**src/rtl/mux_pkg.sv**
```systemverilog
// Shared encodings for the mux/serializer block.
package mux_pkg;

    typedef enum logic [1:0] {
        IDLE  = 2'd0,
        SHIFT = 2'd1,
        DONE  = 2'd2
    } state_t;

    localparam logic MODE_MANUAL = 1'b0;
    localparam logic MODE_SCAN   = 1'b1;

endpackage

```
**src/rtl/mux_nx1.sv**
```systemverilog
// Combinational N:1 bit selector; any select value >= N yields 0.
module mux_nx1 #(
    parameter int unsigned N  = 16,
    parameter int unsigned SW = $clog2(N)
) (
    input  logic [N-1:0]  d,
    input  logic [SW-1:0] sel,
    output logic          y_c
);

    // Compare against each legal index so out-of-range selects fall through to 0.
    always_comb begin
        y_c = 1'b0;
        for (int unsigned i = 0; i < N; i++) begin
            if (sel == SW'(i)) begin
                y_c = d[i];
            end
        end
    end

endmodule

```
**src/rtl/mux_serializer.sv**
```systemverilog
// Registered N:1 mux with an auto-scan serializer mode behind a valid/ready handshake.
module mux_serializer
    import mux_pkg::*;
#(
    parameter int unsigned N         = 16,
    parameter int unsigned SW        = $clog2(N),
    parameter bit          MSB_FIRST = 1'b0
) (
    input  logic          clk,
    input  logic          rst,
    input  logic [N-1:0]  D,
    input  logic [SW-1:0] S,
    input  logic          mode,
    input  logic          start,
    input  logic          ready,
    output logic          Y,
    output logic          valid,
    output logic          busy,
    output logic          done
);

    localparam int unsigned FIRST_I = MSB_FIRST ? N - 1 : 0;
    localparam int unsigned LAST_I  = MSB_FIRST ? 0 : N - 1;
    localparam logic [SW-1:0] FIRST = SW'(FIRST_I);
    localparam logic [SW-1:0] LAST  = SW'(LAST_I);

    state_t        state;
    logic [SW-1:0] idx;
    logic [N-1:0]  shadow;
    logic [SW-1:0] idx_step;
    logic          man_y_c;
    logic          scan_y_c;

    // Only used when idx != LAST, so the step never wraps.
    assign idx_step = MSB_FIRST ? idx - SW'(1) : idx + SW'(1);

    mux_nx1 #(.N(N), .SW(SW)) u_man_mux (
        .d   (D),
        .sel (S),
        .y_c (man_y_c)
    );

    mux_nx1 #(.N(N), .SW(SW)) u_scan_mux (
        .d   (shadow),
        .sel (idx_step),
        .y_c (scan_y_c)
    );

    always_ff @(posedge clk or posedge rst) begin
        if (rst) begin
            state  <= IDLE;
            idx    <= '0;
            shadow <= '0;
            Y      <= 1'b0;
            valid  <= 1'b0;
            busy   <= 1'b0;
            done   <= 1'b0;
        end else begin
            case (state)
                IDLE: begin
                    if (mode == MODE_MANUAL) begin
                        Y <= man_y_c;
                    end else if (start) begin
                        shadow <= D;
                        Y      <= D[FIRST_I];
                        idx    <= FIRST;
                        valid  <= 1'b1;
                        busy   <= 1'b1;
                        state  <= SHIFT;
                    end
                end
                SHIFT: begin
                    // valid is always set here, so ready alone marks a transfer.
                    if (ready) begin
                        if (idx == LAST) begin
                            valid <= 1'b0;
                            busy  <= 1'b0;
                            done  <= 1'b1;
                            state <= DONE;
                        end else begin
                            idx <= idx_step;
                            Y   <= scan_y_c;
                        end
                    end
                end
                DONE: begin
                    done  <= 1'b0;
                    state <= IDLE;
                end
                default: begin
                    valid <= 1'b0;
                    busy  <= 1'b0;
                    done  <= 1'b0;
                    state <= IDLE;
                end
            endcase
        end
    end

endmodule
```
**config.mk**
```make
export PLATFORM = sky130hd
export DESIGN_NAME = mux_serializer
export DESIGN_NICKNAME = d
export VERILOG_FILES = /design/src/rtl/mux_pkg.sv /design/src/rtl/mux_nx1.sv /design/src/rtl/mux_serializer.sv
export SDC_FILE = /design/constraint.sdc
export NUM_CORES = 1
export LEC_CHECK = 0
export CORE_ASPECT_RATIO = 0.9
export CORE_UTILIZATION = 55
export CTS_CLUSTER_DIAMETER = 100
export CTS_CLUSTER_SIZE = 40
export DETAILED_ROUTE_END_ITERATION = 7
export GPL_TIMING_DRIVEN = 0
export PLACE_DENSITY = 0.83
export SETUP_SLACK_MARGIN = 0.05
export SLEW_MARGIN = 25
export SYNTH_ARGS = -nofsm -noshare
export SYNTH_HDL_FRONTEND = slang
export SYNTH_HIERARCHICAL = 1
export SYNTH_SLANG_ARGS = --single-unit
```
**constraint.sdc**
```tcl
create_clock -name clk -period 7.1 [get_ports clk]
set_input_delay 1.42 -clock clk [delete_from_list [all_inputs] [get_ports clk]]
set_output_delay 1.42 -clock clk [all_outputs]
set_load 0.02 [all_outputs]
```
==> results by group, run 1 <==
Outcome
  – Status: complete, but fails checks
  – Failing checks: design-rule violations

Critical path
  – CP required: around 7.3 ns
  – CP arrival: approximately 3.7 ns
  – CP endpoint kind: flip-flop
  – WS Path Type: in2reg
  – Reg2Reg Setup Slack: between 4 and 5 ns
  – Worst Path Max Fanout: 5
  – Worst setup SP type: input port

Power
  – Worst VDD drop: between 0.15 and 0.2 mV
  – Leakage: between 0.0008 and 0.0009 uW
  – PD cells: 354 mW/mm^2
  – Power Total: around 670 uW

Synth
  – Post-synth ARST share: 1.00
  – Syn Inst Count: 118
  – Top cells by count, synth: 25 x dfrtp_1, 11 x mux2_4, 8 x inv_1, 8 x mux2_2, 6 x mux4_1
  – Largest area contributor in the netlist: dfrtp_1
  – Unique masters post-synth: 36
  – Cell area after synthesis: approximately 0.0015 sq mm
  – Syn_area_per_cell: 13.1 sq um
  – Synth Flop Type: dfrtp_1
  – Syn nets: ~140
  – Number of synthesized flops with an enable pin: 0
  – Top post-synthesis cells by area: dfrtp_1 40%, mux2_4 11%, mux4_1 10%, mux2_2 5.8%, mux2i_1 3.2%
  – Share of the synthesized area in the top cell type: 0.404
  – Yosys warns: 6
  – Count leader, synth: dfrtp_1
  – Synth Register Bits: 25
  – Seq/Total Area, Yosys: 0.404

Global route
  – First-pass GRT wire length: 5330 um
  – Gr usage total: 0.239
  – GRT overflow: 0
  – Vias in the first global route: about 1,200
  – Largest net degree at the start of global routing: 26
  – Initial antenna violation count: 0

Routing
  – Vias: about 1,100
  – Vias per cell: between 6 and 7
  – Initial drt markers: 31
  – Antenna Nets Post-Route: 0
  – Final WL: just over 3000 um
  – WL/cell: roughly 18 um
  – DR pass1 iterations: 6
  – DRC viols: 1

Die
  – Core area: 0.00255 sq mm
  – Die area: 0.00303 sq mm
  – Die height: 52.3 um
  – Chip Width: between 50 and 60 um
  – Initial core utilization: 0.606
  – Io pins: 29
  – Row count: 17

Timing
  – Worst setup margin: ~3.7 ns
  – Endpoints failing setup: 0
  – Fin Setup TNS: 0 ns
  – Max-slew headroom: 0.409
  – Fin. Hold Viols: 0
  – Final Critical Period: 3.43 ns
  – Peak Freq: roughly 300 MHz
  – Fin. max-slew vios: 0
  – Least-Margin Pin Slew: approximately 0.9 ns
  – Final period util: 0.483
  – Worst Skew: around 0.0086 ns
  – RSZ-0062 raised after global routing: no

Clock network
  – CTS tree: done
  – Clock Tree Root: clkbuf_4
  – Clk slew on worst S/H paths: about 0.13 ns
  – CTS sink cnt: 25
  – Clock latency on the worst-skew pair: about 0.32 ns
  – Post-CTS setup buffer count: 0
  – Cts repair resizes: 0
  – Clk buf depth: 2
  – Htree depth: 1
  – Cts bufs inserted: 3
  – CTS Hold Bufs: 0

Run
  – # Max-Cap Violations: 0

Final layout
  – Multi-input logic area: about 820 sq um
  – Sequential Area: 626 sq um
  – Layout cells sized above 1: 0.235
  – Area growth syn-to-layout: 21.4%
  – Nets: around 180
  – ANT cells: 0
  – Finished Layout Cells: between 150 and 200
  – Fillers: 199

Placement
  – Worst slack, placed: about 3.4 ns
  – Gpl congestion: around 0.81
  – Detailed Place HPWL: roughly 2400 um
  – PortBufs: 27
  – Cells after DPL: about 170

Min path
  – Worst min path class: reg2reg
[cells by family (layout without fill, tap and decap cells)]
group | count (synthesis) | count (layout) | share of synthesized area
DFF | 25 | 25 | 0.404
AOI/OAI and AO/OA | 24 | 24 | 0.109
adders and majority gates | 1 | 1 | 0.00808
muxes | 31 | 31 | 0.306
buffers and inverters | 14 | 45 | 0.0639
xor gates and xnor gates | 2 | 2 | 0.0113
and+or+nand+nor | 21 | 21 | 0.0970
[final timing paths]
| check | endpoint | startpoint | cells after the start |
|---|---|---|---|
| setup / recovery | Y | S[2] | 8 |
| hold / removal | shadow[0] | shadow[0] | 1 |
| setup reg to reg | Y | idx[0] | 8 |
| hold reg to reg | shadow[0] | shadow[0] | 1 |
| max in group asynchronous | shadow[8] | rst | 2 |
| min in group asynchronous | shadow[1] | rst | 2 |
[registers in the layout, summed over array words and instances, names as in the netlist]
register and count:
busy 1, shadow 16, done 1, Y 1, idx 4, state 2
[worst max-delay path: stages]
cell and delay (ns):
clkdlybuf4s50_1 0.61, inv_1 0.12, a31o_2 0.25, a221oi_1 0.32, o22ai_1 0.15, mux2_4 0.27, mux2_2 0.26, mux2_4 0.25
[placed cells by master (no fill, tap or decap), types with 2 or more instances in the layout]
master	synthesis	final
clkdlybuf4s50_1	0	27
dfrtp_1	25	25
mux2_4	11	11
mux2_2	8	8
inv_1	8	7
mux4_1	6	6
mux2i_1	5	5
nand3_1	4	4
a21oi_1	4	4
o21ai_0	4	4
buf_6	3	3
nor2_1	3	3
nor2b_1	3	3
a221oi_1	3	3
nand2b_1	3	3
o22ai_1	3	3
clkbuf_4	0	3
buf_4	2	2
nand2_1	2	2
a31o_2	2	2
o21ai_1	2	2
[routing by layer]
layer	part of all wire	vias up	GRT usage
met4	0.0090	0	0.0754
met2	0.51	26	0.441
met1	0.45	534	0.274
li1	-	509	-
met3	0.038	5	0.0568
met5	0	-	0
[area by class of cell]
type                    count  share of cell area
plain buffers               6              0.0366
clock buffers               4              0.0140
inverters                   8              0.0160
multi-input cells          79               0.438
flip-flops and latches     25               0.333
well taps                  28              0.0186
repair buffers             27               0.144
[per-stage QoR]
stage               instance area, sq um   util  hold WS, ns
floorplan                           1550      -        0.472
global placement                    1850  0.726        0.480
detailed placement                  1850  0.726        0.495
CTS                                 1880  0.736        0.526
global route                        1880  0.736        0.541
finish                              1880  0.736        0.527
[where the power goes]
| part | switching (uW) | internal (uW) | leakage [uW] |
|---|---|---|---|
| Combinational | 141 | 205 | 0.000511 |
| Clock | 41.6 | 22.0 | 0.0000150 |
| Sequential | 47.3 | 209 | 0.000301 |
| Total | 229 | 436 | 0.000828 |
Note: power is estimated with default switching activity, not from simulation.
==> run 2, diff against run 1 <==
CORE_UTILIZATION = 47   (was 55)
PLACE_DENSITY = 0.75   (was 0.83)
clock period = 2.89 ns   (was 7.1 ns; I/O delays follow)
==> run 2 against run 1 <==
  * The run now ends clean
  * Worst hold slack got worse by 0.0062 ns
  * Clock power rose to 2.6 times the previous value
  * Setup slack got worse by 3.5 ns
  * Non-clock buffer count did not move
  * Utilization fell by 12 points
  * Critical path depth did not move
  * Count of clock-buffer cells in the layout fell by 1
  * Global-route usage fell by 4.6 points
  * Combinational power rose to 2.5 times the previous value
  * Sequential share of layout area fell by 0.33 points
  * Total power rose by 150%
  * Sequential cell count did not move
  * Largest power group unchanged
==> results by group, run 2 (synthesis gave the netlist of run 1 again) <==
Outcome
  – Status: finished, final reports clean (was complete, but fails checks)

Clock network
  – Clock latency on the worst-skew pair: 0.32 ns (about the same)
  – CTS sink cnt: 25 (unchanged)
  – Clk slew on worst S/H paths: 0.15 ns (was 0.13 ns)
  – Clock Tree Root: clkbuf_4 (unchanged)
  – Cts bufs inserted: 3 (unchanged)
  – Clk buf depth: 2 (unchanged)
  – Post-CTS setup buffer count: 0 (unchanged)
  – CTS Hold Bufs: 0 (unchanged)
  – CTS tree: done (unchanged)
  – Cts repair resizes: 0 (unchanged)
  – Htree depth: 1 (unchanged)

Global route
  – First-pass GRT wire length: 5380 um (was 5330 um)
  – Gr usage total: 0.194 (was 0.239)
  – Vias in the first global route: 1,107 (was 1,167)
  – GRT overflow: 0 (unchanged)
  – Initial antenna violation count: 0 (unchanged)
  – Largest net degree at the start of global routing: 26 (unchanged)

Critical path
  – CP arrival: 2.94 ns (was 3.65 ns)
  – CP endpoint kind: flip-flop (unchanged)
  – Worst setup SP type: flip-flop (was input port)
  – Cell family with most CP delay: compound AO/OA/AOI/OAI gates (was multiplexers)
  – R2R cell count: 8 (unchanged)
  – Worst reg2reg startpoint: idx[0] (unchanged)
  – CP cell instances: ha_1, xor2_1, inv_1, a31o_2, a221oi_1, o22ai_1, mux2_2, mux2_4 (was clkdlybuf4s50_1, inv_1, a31o_2, a221oi_1, o22ai_1, mux2_4, mux2_2, mux2_4)
  – R2R Path End: Y (unchanged)
  – Slowest stage delay, CP: 0.49 ns (was 0.61 ns)
  – Reg2Reg Setup Slack: 0.18 ns (was 4.42 ns)
  – WS Path Type: reg2reg (was in2reg)
  – Bufs and invs on worst path: 1 (was 2)
  – CP required: 3.12 ns (was 7.33 ns)
  – Critical-path top delay cell: xor2_1 (was clkdlybuf4s50_1)
  – Worst Path Max Fanout: 5 (unchanged)

Timing
  – Worst Skew: 0.00758 ns (was 0.00865 ns)
  – Worst setup margin: 0.183 ns (was 3.67 ns)
  – Max-slew headroom: 0.638 (was 0.409)
  – Final Critical Period: roughly 2.7 ns
  – Fin. Hold Viols: 0 (unchanged)
  – Fin Setup TNS: 0 ns (unchanged)
  – Worst hold slack: 0.521 ns (was 0.527 ns)
  – Peak Freq: 369 MHz
  – Least-Margin Pin Slew: 0.542 ns (was 0.882 ns)
  – Fin. max-slew vios: 0 (unchanged)
  – Final period util: 0.937
  – RSZ-0062 raised after global routing: no (unchanged)
  – Endpoints failing setup: 0 (unchanged)

Routing
  – Initial drt markers: 57 (was 31)
  – Vias: 1,097 (was 1,074)
  – Vias per cell: 5.74 (was 6.07)
  – Final WL: 3040 um (was 3120 um)
  – DRC viols: 0 (was 1)
  – Antenna Nets Post-Route: 0 (unchanged)
  – WL/cell: 15.9 um (was 17.6 um)
  – DR pass1 iterations: 4 (was 6)

Final layout
  – Layout cells sized above 1: 0.248 (was 0.235)
  – Finished Layout Cells: 191 (was 177)
  – Most common cell after layout, fill and taps aside: clkdlybuf4s50_1 (unchanged)
  – Nets: 176 (unchanged)
  – Top reg by flops: shadow (unchanged)
  – Biggest regs: shadow x16, idx x4, state x2 (unchanged)
  – Max reg flops: 16 (unchanged)
  – Area growth syn-to-layout: 22.6% (was 21.4%)
  – Fillers: 236 (was 199)
  – ANT cells: 0 (unchanged)
  – Most frequent cells in the layout: 27 x clkdlybuf4s50_1, 25 x dfrtp_1, 11 x mux2_4, 8 x mux2_2, 7 x inv_1 (unchanged)

Die
  – Chip Width: 62.5 um (was 57.9 um)
  – Core area: 0.00309 sq mm (was 0.00255 sq mm)
  – Row count: 19 (was 17)
  – Die area: 0.00353 sq mm (was 0.00303 sq mm)
  – Io pins: 29 (unchanged)
  – Initial core utilization: 0.501 (was 0.606)
  – Die height: 56.4 um (was 52.3 um)

Placement
  – PortBufs: 27 (unchanged)
  – Cells after DPL: 187 (was 173)
  – Worst slack, placed: 0.0468 ns (was 3.35 ns)
  – Detailed Place HPWL: 2220 um (was 2390 um)
  – Gpl congestion: 0.824 (was 0.809)

Power
  – Switching Power: 589 uW (was 229 uW)
  – Leakage: 0.000833 uW (was 0.000828 uW)
  – Pint: 1070 uW (was 436 uW)
  – Sequential Power Share: 0.377 (was 0.385)
  – Combinational share of power: 0.524 (was 0.520)
  – PD cells: 873 mW/mm^2 (was 354 mW/mm^2)
  – Worst VDD drop: 0.476 mV (was 0.196 mV)
  – Sw frac: 0.355 (was 0.345)
  – Clk pwr share: 0.099 (was 0.096)

Min path
  – Worst min path class: reg2reg (unchanged)
  – Hold Path Depth: 2 (was 1)
  – HP Start: done (was shadow[0])
  – Hold Path Sink: done (was shadow[0])

Run
  – # Max-Cap Violations: 0 (unchanged)
-- run 2: changes by cell type in the layout (fill, tap and decap cells not counted), sizes merged --
| cell | previous run | this run |
|---|---|---|
| inv | 7 | 8 |
| clkbuf | 4 | 3 |
-- run 2: per-stage QoR --
step | instance area [sq um] | total power [uW] | util
floorplan | 1550 | 1260 | -
global placement | 1870 | 1460 | 0.605
detailed placement | 1870 | 1480 | 0.605
CTS | 1900 | 1650 | 0.614
global route | 1900 | 1760 | 0.614
finish | 1900 | 1660 | 0.614
-- run 2: power groups by stage --
stage               logic, uW  clock network [uW]  registers, uW
floorplan                 641                   0            618
global placement          831                   0            624
detailed placement        854                   0            631
CTS                       857                 165            625
global route              929                 182            649
finish                    868                 164            625
-- run 2: how the worst max path moves through the flow --
| stage | slack (ns) | startpoint | cells after the start | end |
|---|---|---|---|---|
| finish | 0.18 | idx[0] | 8 | Y |
| global route | 0.05 | idx[0] | 8 | Y |
| CTS | 0.22 | idx[0] | 8 | Y |
| detailed placement | 0.05 | S[2] | 8 | Y |
| global placement | 0.05 | S[2] | 8 | Y |
| floorplan | 0.57 | idx[0] | 8 | Y |
-- run 2: routing by layer --
layer	routed length, um	share of wire	track usage	vias up
met5	0	0	0	-
li1	-	-	-	506
met3	188	0.062	0.0305	4
met4	31	0.010	0.0598	0
met1	1380	0.45	0.260	530
met2	1440	0.47	0.323	57
-- run 2: cell type report --
cell class | instances | area (sq um) | share of cell area
well taps | 42 | 52.6 | 0.0277
clock buffers | 3 | 22.5 | 0.0119
repair buffers | 27 | 270 | 0.142
flip-flops and latches | 25 | 626 | 0.330
clock inverters | 1 | 5.00 | 0.00264
plain buffers | 6 | 68.8 | 0.0363
multi-input cells | 79 | 823 | 0.434
inverters | 8 | 30.0 | 0.0158
-- run 2: worst reg2reg max path, cell delays in order (launching register included) --
cell	delay [ns]
dfrtp_1	0.46
ha_1	0.28
xor2_1	0.49
inv_1	0.14
a31o_2	0.27
a221oi_1	0.31
o22ai_1	0.14
mux2_2	0.28
mux2_4	0.25
==> run 3, diff against run 2 <==
CORE_ASPECT_RATIO = default   (was 0.9)
CORE_MARGIN = 2   (was default)
==> run 3 against run 2 <==
  * Total power is 0.57% higher
  * Global-route usage is 0.75 points lower
  * Clock power is 2% lower
  * Critical path depth stayed put
  * Highest routed layer unchanged
==> results by group, run 3 (synthesis gave the netlist of run 1 again) <==
Clock network
  – Clock latency on the worst-skew pair: 0.32 ns (about the same)
  – Htree depth: 1 (unchanged)
  – Cts bufs inserted: 3 (unchanged)
  – Clock Tree Root: clkbuf_4 (unchanged)
  – CTS tree: done (unchanged)
  – Clk slew on worst S/H paths: 0.13 ns (was 0.15 ns)
  – CTS sink cnt: 25 (unchanged)
  – Clk buf depth: 2 (unchanged)

Global route
  – Gr usage total: 0.186 (was 0.194)
  – Vias in the first global route: 1,149 (was 1,107)
  – Initial antenna violation count: 0 (unchanged)
  – Largest net degree at the start of global routing: 26 (unchanged)
  – First-pass GRT wire length: 5210 um (was 5380 um)
  – GRT overflow: 0 (unchanged)

Final layout
  – Most frequent cells in the layout: 27 x clkdlybuf4s50_1, 25 x dfrtp_1, 11 x mux2_4, 8 x mux2_2, 7 x inv_1 (unchanged)
  – Max reg flops: 16 (unchanged)
  – Area growth syn-to-layout: 23.2% (was 22.6%)
  – Layout cells sized above 1: 0.248 (unchanged)
  – Biggest regs: shadow x16, idx x4, state x2 (unchanged)
  – ANT cells: 0 (unchanged)
  – Top reg by flops: shadow (unchanged)
  – Most common cell after layout, fill and taps aside: clkdlybuf4s50_1 (unchanged)
  – Nets: 176 (unchanged)

Timing
  – Endpoints failing setup: 0 (unchanged)
  – Final period util: 0.897 (was 0.937)
  – Least-Margin Pin Slew: 0.551 ns (was 0.542 ns)
  – Fin. max-slew vios: 0 (unchanged)
  – Peak Freq: 386 MHz (was 369 MHz)
  – Fin. Hold Viols: 0 (unchanged)
  – Fin Setup TNS: 0 ns (unchanged)
  – Worst Skew: 0.00197 ns (was 0.00758 ns)
  – Max-slew headroom: 0.632 (was 0.638)
  – RSZ-0062 raised after global routing: no (unchanged)
  – Final Critical Period: 2.59 ns (was 2.71 ns)

Min path
  – Worst min path class: reg2reg (unchanged)

Routing
  – Antenna Nets Post-Route: 0 (unchanged)
  – DRC viols: 0 (unchanged)
  – Vias: 1,109 (was 1,097)
  – Vias per cell: 5.75 (was 5.74)
  – Final WL: 3130 um (was 3040 um)
  – WL/cell: 16.2 um (was 15.9 um)
  – Initial drt markers: 136 (was 57)
  – DR pass1 iterations: 4 (unchanged)

Die
  – Row count: 20 (was 19)
  – Core area: 0.00310 sq mm (was 0.00309 sq mm)
  – Chip Width: 61.4 um (was 62.5 um)
  – Die height: 61.4 um (was 56.4 um)
  – Initial core utilization: 0.499 (was 0.501)
  – Die area: 0.00377 sq mm (was 0.00353 sq mm)
  – Io pins: 29 (unchanged)

Critical path
  – CP arrival: 2.81 ns (was 2.94 ns)
  – CP endpoint kind: flip-flop (unchanged)
  – WS Path Type: reg2reg (unchanged)
  – Worst setup SP type: flip-flop (unchanged)
  – Worst Path Max Fanout: 5 (unchanged)
  – CP required: 3.11 ns (was 3.12 ns)

Power
  – Leakage: 0.000831 uW (was 0.000833 uW)
  – PD cells: 874 mW/mm^2 (was 873 mW/mm^2)
  – Power Total: 1670 uW (was 1660 uW)
  – Worst VDD drop: 0.384 mV (was 0.476 mV)

Run
  – # Max-Cap Violations: 0 (unchanged)

Placement
  – Gpl congestion: 0.842 (was 0.824)
  – PortBufs: 27 (unchanged)
  – Detailed Place HPWL: 2300 um (was 2220 um)

Outcome
  – Status: finished, final reports clean (unchanged)
## run 3: cell count changes in the layout (fill, tap and decap cells not counted)
cell / change
clkbuf_1: +1
clkinv_2: -1
xor2_1: -1
xor2_2: +1
## run 3: metal layers
layer / vias to the layer above / wire [um] / global-route usage
met5: - / 0 / 0
met4: 0 / 20 / 0.0274
met3: 4 / 198 / 0.0357
met2: 55 / 1560 / 0.321
met1: 542 / 1350 / 0.252
li1: 508 / - / -
## run 3: repair_timing
action / 4_1_cts / 5_1_grt
setup endpoints to repair: 0 / 1
gates resized for setup: 0 / 1
setup buffers: 0 / 0
hold buffers: 0 / 0
## run 3: power breakdown
| part | switching, uW | internal, uW |
|---|---|---|
| Clock | 105 | 54.1 |
| Sequential | 116 | 512 |
| Combinational | 371 | 508 |
| Total | 592 | 1070 |
## run 3: per-stage QoR
stage	hold WS [ns]	util	instances	worst slack, ns	cell area [sq um]
final	0.518	0.615	193	0.299	1910
after detailed placement	0.489	0.604	189	0.0169	1870
after CTS	0.523	0.612	193	0.191	1900
after global routing	0.532	0.615	193	0.115	1910
after global placement	0.479	0.604	189	0.0540	1870
after floorplan	0.472	-	118	0.575	1550
## run 3: final cells by class
cell class | count | area, sq um
plain buffers | 6 | 68.8
flip-flops and latches | 25 | 626
clock buffers | 4 | 26.3
multi-input cells | 79 | 831
repair buffers | 27 | 270
fillers | 282 | 1200
inverters | 8 | 30.0
well taps | 44 | 55.1
## run 3: final timing paths
check,from,endpoint,slack [ns],cells after the start
worst max-delay path,idx[0],Y,0.30,8
max in group asynchronous,rst,shadow[10],1.92,2
min in group asynchronous,rst,shadow[5],0.61,2
worst min-delay path,shadow[10],shadow[10],0.52,1
worst max register to register,idx[0],Y,0.30,8
worst min register to register,shadow[10],shadow[10],0.52,1
## run 3: critical path, cell delays in order (launching register included)
cell and delay, ns:
dfrtp_1 0.45, ha_1 0.30, xor2_2 0.35, inv_1 0.13
a31o_2 0.26, a221oi_1 0.31, o22ai_1 0.15, mux2_2 0.28
mux2_4 0.26
